<file path="src/rtl/adder_tree_pkg.sv">
// Shared helpers for the pipelined adder tree: per-level widths, sign/zero
// extension bit and the layout of the flattened all-levels data bus.
package adder_tree_pkg;

  localparam int unsigned MAX_LEVELS = 6;

  function automatic int unsigned lvl_width(input int unsigned width, input int unsigned lvl);
    return width + lvl;
  endfunction

  // x is the operand MSB; returns the bit prepended before each pairwise add
  function automatic logic ext(input logic x, input logic signed_mode);
    return signed_mode & x;
  endfunction

  // Level lvl occupies (N >> lvl) * (width + lvl) bits starting at this offset
  function automatic int unsigned lvl_offset(input int unsigned width,
                                             input int unsigned levels,
                                             input int unsigned lvl);
    int unsigned off;
    off = 0;
    for (int unsigned k = 0; k < lvl; k++) begin
      off += ((32'd1 << levels) >> k) * lvl_width(width, k);
    end
    return off;
  endfunction

endpackage

</file>
<file path="src/rtl/adder_tree_stage.sv">
// One tree level: PAIRS full-precision pairwise adders feeding an output
// register with its own valid bit and skid-free ready (empty stage always loads).
module adder_tree_stage
  import adder_tree_pkg::*;
#(
  parameter int unsigned IN_W   = 24,
  parameter int unsigned PAIRS  = 4,
  parameter bit          SIGNED = 1'b0
) (
  input  logic                      clk,
  input  logic                      rst_n,
  input  logic                      flush,
  input  logic                      in_valid,
  output logic                      in_ready,
  input  logic [2*PAIRS*IN_W-1:0]   in_data,
  output logic                      out_valid,
  input  logic                      out_ready,
  output logic [PAIRS*(IN_W+1)-1:0] out_data
);

  localparam int unsigned OUT_W = IN_W + 1;

  logic                   r_valid;
  logic [PAIRS*OUT_W-1:0] r_data;
  logic [PAIRS*OUT_W-1:0] w_sum;
  logic [IN_W-1:0]        w_a;
  logic [IN_W-1:0]        w_b;

  always_comb begin
    w_sum = '0;
    w_a   = '0;
    w_b   = '0;
    for (int unsigned p = 0; p < PAIRS; p++) begin
      w_a = in_data[(2*p)*IN_W +: IN_W];
      w_b = in_data[(2*p+1)*IN_W +: IN_W];
      w_sum[p*OUT_W +: OUT_W] = {ext(w_a[IN_W-1], SIGNED), w_a}
                              + {ext(w_b[IN_W-1], SIGNED), w_b};
    end
  end

  assign in_ready = !r_valid || out_ready;

  always_ff @(posedge clk or negedge rst_n) begin
    if (!rst_n) begin
      r_valid <= 1'b0;
      r_data  <= '0;
    end else if (flush) begin
      r_valid <= 1'b0;
    end else if (in_ready) begin
      r_valid <= in_valid;
      if (in_valid) begin
        r_data <= w_sum;
      end
    end
  end

  assign out_valid = r_valid;
  assign out_data  = r_data;

endmodule

</file>
<file path="src/rtl/adder_tree_pipe.sv">
// Fully pipelined, back-pressurable binary adder tree: 2**LEVELS operands of
// WIDTH bits reduced to one WIDTH+LEVELS bit sum, one register per level.
module adder_tree_pipe
  import adder_tree_pkg::*;
#(
  parameter int unsigned WIDTH     = 24,
  parameter int unsigned LEVELS    = 3,
  parameter bit          SIGNED    = 1'b0,
  parameter bit          REG_INPUT = 1'b1
) (
  input  logic                           clk,
  input  logic                           rst_n,
  input  logic                           flush,
  input  logic                           in_valid,
  output logic                           in_ready,
  input  logic [(1<<LEVELS)*WIDTH-1:0]   in_data,
  output logic                           out_valid,
  input  logic                           out_ready,
  output logic [WIDTH+LEVELS-1:0]        out_sum
);

  localparam int unsigned N     = 1 << LEVELS;
  localparam int unsigned BUS_W = lvl_offset(WIDTH, LEVELS, LEVELS + 1);

  // All levels packed back to back: level 0 = operands, level LEVELS = final sum
  logic [BUS_W-1:0] w_bus;
  logic [LEVELS:0]  w_valid;
  logic [LEVELS:0]  w_ready;
  logic             w_in_ready;

  if (REG_INPUT) begin : g_capture
    logic             r_valid;
    logic [N*WIDTH-1:0] r_data;

    assign w_in_ready = !r_valid || w_ready[0];

    always_ff @(posedge clk or negedge rst_n) begin
      if (!rst_n) begin
        r_valid <= 1'b0;
        r_data  <= '0;
      end else if (flush) begin
        r_valid <= 1'b0;
      end else if (w_in_ready) begin
        r_valid <= in_valid;
        if (in_valid) begin
          r_data <= in_data;
        end
      end
    end

    assign w_valid[0]          = r_valid;
    assign w_bus[0 +: N*WIDTH] = r_data;
  end else begin : g_direct
    assign w_in_ready          = w_ready[0];
    assign w_valid[0]          = in_valid;
    assign w_bus[0 +: N*WIDTH] = in_data;
  end

  for (genvar l = 1; l <= LEVELS; l++) begin : g_level
    localparam int unsigned IN_W  = lvl_width(WIDTH, l - 1);
    localparam int unsigned PAIRS = N >> l;

    adder_tree_stage #(
      .IN_W  (IN_W),
      .PAIRS (PAIRS),
      .SIGNED(SIGNED)
    ) u_stage (
      .clk      (clk),
      .rst_n    (rst_n),
      .flush    (flush),
      .in_valid (w_valid[l-1]),
      .in_ready (w_ready[l-1]),
      .in_data  (w_bus[lvl_offset(WIDTH, LEVELS, l-1) +: 2*PAIRS*IN_W]),
      .out_valid(w_valid[l]),
      .out_ready(w_ready[l]),
      .out_data (w_bus[lvl_offset(WIDTH, LEVELS, l) +: PAIRS*(IN_W+1)])
    );
  end

  assign w_ready[LEVELS] = out_ready;
  assign in_ready        = w_in_ready || flush;
  assign out_valid       = w_valid[LEVELS];
  assign out_sum         = w_bus[lvl_offset(WIDTH, LEVELS, LEVELS) +: WIDTH+LEVELS];

endmodule

</file>
<file path="config.mk">
export PLATFORM = sky130hd
export DESIGN_NAME = adder_tree_pipe
export DESIGN_NICKNAME = d
export VERILOG_FILES = /design/src/rtl/adder_tree_pkg.sv /design/src/rtl/adder_tree_stage.sv /design/src/rtl/adder_tree_pipe.sv
export SDC_FILE = /design/constraint.sdc
export NUM_CORES = 1
export LEC_CHECK = 0
export ABC_AREA = 1
export BUFFER_PORTS_ARGS = -buffer_cell sky130_fd_sc_hd__buf_2
export CAP_MARGIN = 20
export CORE_MARGIN = 10
export CORE_UTILIZATION = 55
export DETAILED_ROUTE_END_ITERATION = 7
export PLACE_DENSITY = 0.74
export SLEW_MARGIN = 30
export SYNTH_ARGS = -nofsm -noshare
export SYNTH_HDL_FRONTEND = slang
export SYNTH_SLANG_ARGS = --single-unit
</file>
<file path="constraint.sdc">
create_clock -name clk -period 2.45 [get_ports clk]
set_clock_uncertainty 0.2 [all_clocks]
set_input_delay 0.1225 -clock clk [delete_from_list [all_inputs] [get_ports clk]]
set_output_delay 0.1225 -clock clk [all_outputs]
set_load 0.01 [all_outputs]
</file>
==> run metrics <==
Hold EP=g_capture.r_data[49]$_DFFE_PN0P_; hold wc startpoint=in_data[49]; share of layout cells above drive strength 1=0.0842; drt wl/cell=around 16 um; dpl cell area=0.0277 mm^2; vias in the first global route=~25k; nets=4,696; Mapped Area=roughly 0.026 mm^2; Main synth FF type=dfrtp_1; Synth top area share=0.364; Post-synth EDFFs=0; max-cap viol count=0; slowest CP cell=dlygate4sd3_1; Clk network pwr share=0.229; RePlAce Congestion=approximately 0.95; Final setup viols=0; FILL cells=between 4k and 5k; Design Area, Final=0.0316 mm^2; Final Slew Violations=0; Final Hold Violating Endpoints=0; Most common cell on crit path=inv_2; most common cell in the synthesized netlist=nand2_1; Static Leakage=17.8 nW; Mean Syn Cell Area=around 6.7 um^2; Largest stage delay, worst path=approximately 0.57 ns; gr usage total=0.271; setup TNS=0 ns; outcome=finished clean; Core Region=between 0.04 and 0.05 mm^2; CTS tree=built; FF+latch count, synth=approximately 380; endpoint class of the critical path=register; row count=between 70 and 80; Num CTS Buffers=41; library cells used by synthesis=35; worst min path class=in2reg; Critical R2R Launch=g_level[3].u_stage.out_valid$_DFFE_PN0P_; DR pass1 iterations=6; critical-path cell list=inv_1 -> nor2_2 -> inv_2 -> nor2_4 -> nand2_4 -> inv_2 -> nand2_2 -> nand3_4 -> buf_12 -> clkbuf_16 -> nand2_1 -> o21ai_0 -> dlygate4sd3_1; hold path depth=4; chip width=237 um; PwrDens=917 mW/mm^2; part of the cycle the worst path needs=0.976; Critical Path RT=2.71 ns; Combinational Power Share=0.461; initial antenna violation count=3; Tightest Pin Transition=around 0.71 ns; Detailed Place HPWL=53.9 mm; slew margin rel.=0.524; Reg2Reg Capture Point=g_capture.r_data[118]$_DFFE_PN0P_; vias per cell=5.18; Die ar.=about 0.056 mm^2; Critical Setup Path Class=reg2reg; H-Tree Depth=2; Switch Pwr=about 12 mW; yosys warns=0; Via Count=approximately 26k; Synth async-reset ratio=1.00; Peak Freq=approximately 420 MHz; first-pass GRT wire length=127 mm; clk sinks=375; crit start category=register; die height=~240 um; Final Routed Wirelength=~77 mm; CTS Root Cell=clkbuf_16; syn nets=roughly 4.2k; Multi-input gate area=between 0.01 and 0.015 mm^2; fin crit period=roughly 2.4 ns; largest net degree at the start of global routing=between 100 and 150; Mapped Cells=~3.8k; sequential fraction of design power=0.310; flop2flop setup slack=between 0.05 and 0.06 ns; final core utilization=0.680; P_int=16.7 mW; Yosys top cell by area=dfrtp_1; clock latency on the worst-skew pair=approximately 0.58 ns; Crit Path Max Fanout=25; FF-to-FF path depth=13; deepest clock path buffer count=3; Sw Ratio=0.422; Seq/Total Area, Yosys=0.364; top post-synthesis cells by count=nand2_1, inv_1, dfrtp_1; Synth area leaders=dfrtp_1, nand2_1, inv_1, ha_1, nand3_1; DRT iter0 DRCs=a little under 2k; GRT overflow=0; drc violations=0; Worst-path clk slew=about 0.06 ns; IO Pins=roughly 230; Worst VDD drop=between 0.7 and 0.8 mV; Post-DRT Antenna Nets=0; register area=approximately 0.0094 mm^2; Critical Path AT=roughly 2.7 ns; Initial Util=0.556; Layout area overhead=22.3%; port bufs=around 230
## power groups by stage
stage	Combinational, mW	Sequential [mW]	Clock [mW]
floorplan	9.39	8.65	0
global placement	12.6	8.99	0
detailed placement	12.7	9.02	0
CTS	13.1	8.95	6.70
global route	15.2	9.15	6.94
finish	13.3	8.98	6.64
## flip-flops by register name, indices dropped and copies added, names as in the netlist
name	flops
g_capture.r_data	192
g_capture.r_valid	1
g_level.u_stage.out_data	179
g_level.u_stage.out_valid	3
## metal layers
layer	part of all wire	global-route usage	vias up	wire (um)
met1	0.45	0.363	11800	34800
met2	0.46	0.442	820	35200
met4	0.030	0.0845	0	2290
met3	0.064	0.0448	178	4950
li1	-	-	12900	-
met5	0	0	-	0
## area by class of cell
cell class                      count  share of cell area
Sequential cell                   375               0.297
Clock inverter                     17             0.00721
Tap cell                          607              0.0241
Antenna cell                        4            0.000317
Timing Repair Buffer              507               0.129
Multi-Input combinational cell   2733               0.426
Clock buffer                       55              0.0380
Inverter                          662              0.0787
## metrics by stage
| stage | cells | hold WS [ns] | power, mW | setup slack [ns] |
|---|---|---|---|---|
| after floorplan | 3849 | -0.373 | 18.0 | 0.303 |
| after global placement | 4646 | 0.00301 | 21.6 | 0.199 |
| after detailed placement | 4646 | 0.00450 | 21.7 | 0.167 |
| after CTS | 4953 | 0.106 | 28.8 | 0.0418 |
| after global routing | 4959 | 0.155 | 31.3 | -0.00865 |
| final | 4960 | 0.135 | 29.0 | 0.0582 |
## kinds of logic (layout without fill, tap and decap cells)
family          count (synthesis)  count (layout)  synth area share
simple gates                 2052            2052             0.324
buf+inv                       741            1241             0.116
compound gates                441             441            0.0876
flops                         375             375             0.364
fa+ha+maj                     179             179            0.0888
xor+xnor                       61              61            0.0207
other cells                     0               4                 0
## worst max-delay path, delay by kind of cell, from the launching register on
kind	cells	cell delay, ns
buf+inv	6	1.11
compound gates	1	0.09
simple gates	6	0.49
flops	1	0.38
## cells in the final DEF (no fill, tap or decap), types with 3 or more instances in the layout
| master | Yosys | layout |
|---|---|---|
| o21bai_1 | 17 | 17 |
| nor4_1 | 7 | 7 |
| a21oi_1 | 129 | 129 |
| clkinvlp_4 | 0 | 4 |
| a31oi_1 | 4 | 4 |
| nand2_1 | 1448 | 1447 |
| nand3_1 | 218 | 217 |
| dlygate4sd3_1 | 0 | 235 |
| clkinv_2 | 0 | 6 |
| diode_2 | 0 | 4 |
| nand3b_1 | 29 | 29 |
| inv_2 | 3 | 3 |
| fa_1 | 7 | 7 |
| clkbuf_16 | 0 | 45 |
| ha_1 | 172 | 172 |
| buf_4 | 10 | 30 |
| o21ai_0 | 175 | 174 |
| buf_12 | 0 | 14 |
| xor2_1 | 13 | 13 |
| inv_1 | 659 | 659 |
| bufinv_16 | 0 | 5 |
| buf_2 | 37 | 224 |
| or2_2 | 14 | 14 |
| nand4_1 | 47 | 47 |
| dfrtp_1 | 375 | 375 |
| o21ai_1 | 113 | 114 |
| xnor2_1 | 48 | 48 |
| nor2_1 | 251 | 251 |
| and2_1 | 9 | 9 |
| clkbuf_8 | 0 | 8 |
| clkbuf_1 | 16 | 4 |
| nor3_1 | 17 | 17 |
## repair_timing
item                       in CTS  in global routing
hold endpoints to repair      571                  0
hold buffers                  235                  0
setup buffers                   0                  1
setup endpoints to repair       0                  7
gates resized for setup         0                  4
## worst max-delay path by stage
| stage | endpoint | slack [ns] | from | depth (start not counted) |
|---|---|---|---|---|
| global placement | g_level[1].u_stage.out_data[64]$_DFFE_PN0P_ | 0.20 | g_capture.r_data[96]$_DFFE_PN0P_ | 11 |
| floorplan | g_level[1].u_stage.out_data[64]$_DFFE_PN0P_ | 0.30 | g_capture.r_data[96]$_DFFE_PN0P_ | 11 |
| detailed placement | g_level[1].u_stage.out_data[64]$_DFFE_PN0P_ | 0.17 | g_capture.r_data[96]$_DFFE_PN0P_ | 11 |
| global route | g_capture.r_data[118]$_DFFE_PN0P_ | -0.009 | g_level[3].u_stage.out_valid$_DFFE_PN0P_ | 13 |
| CTS | g_capture.r_data[102]$_DFFE_PN0P_ | 0.04 | g_level[3].u_stage.out_valid$_DFFE_PN0P_ | 13 |
| finish | g_capture.r_data[118]$_DFFE_PN0P_ | 0.06 | g_level[3].u_stage.out_valid$_DFFE_PN0P_ | 13 |
Power figures use the tool's default switching activity.
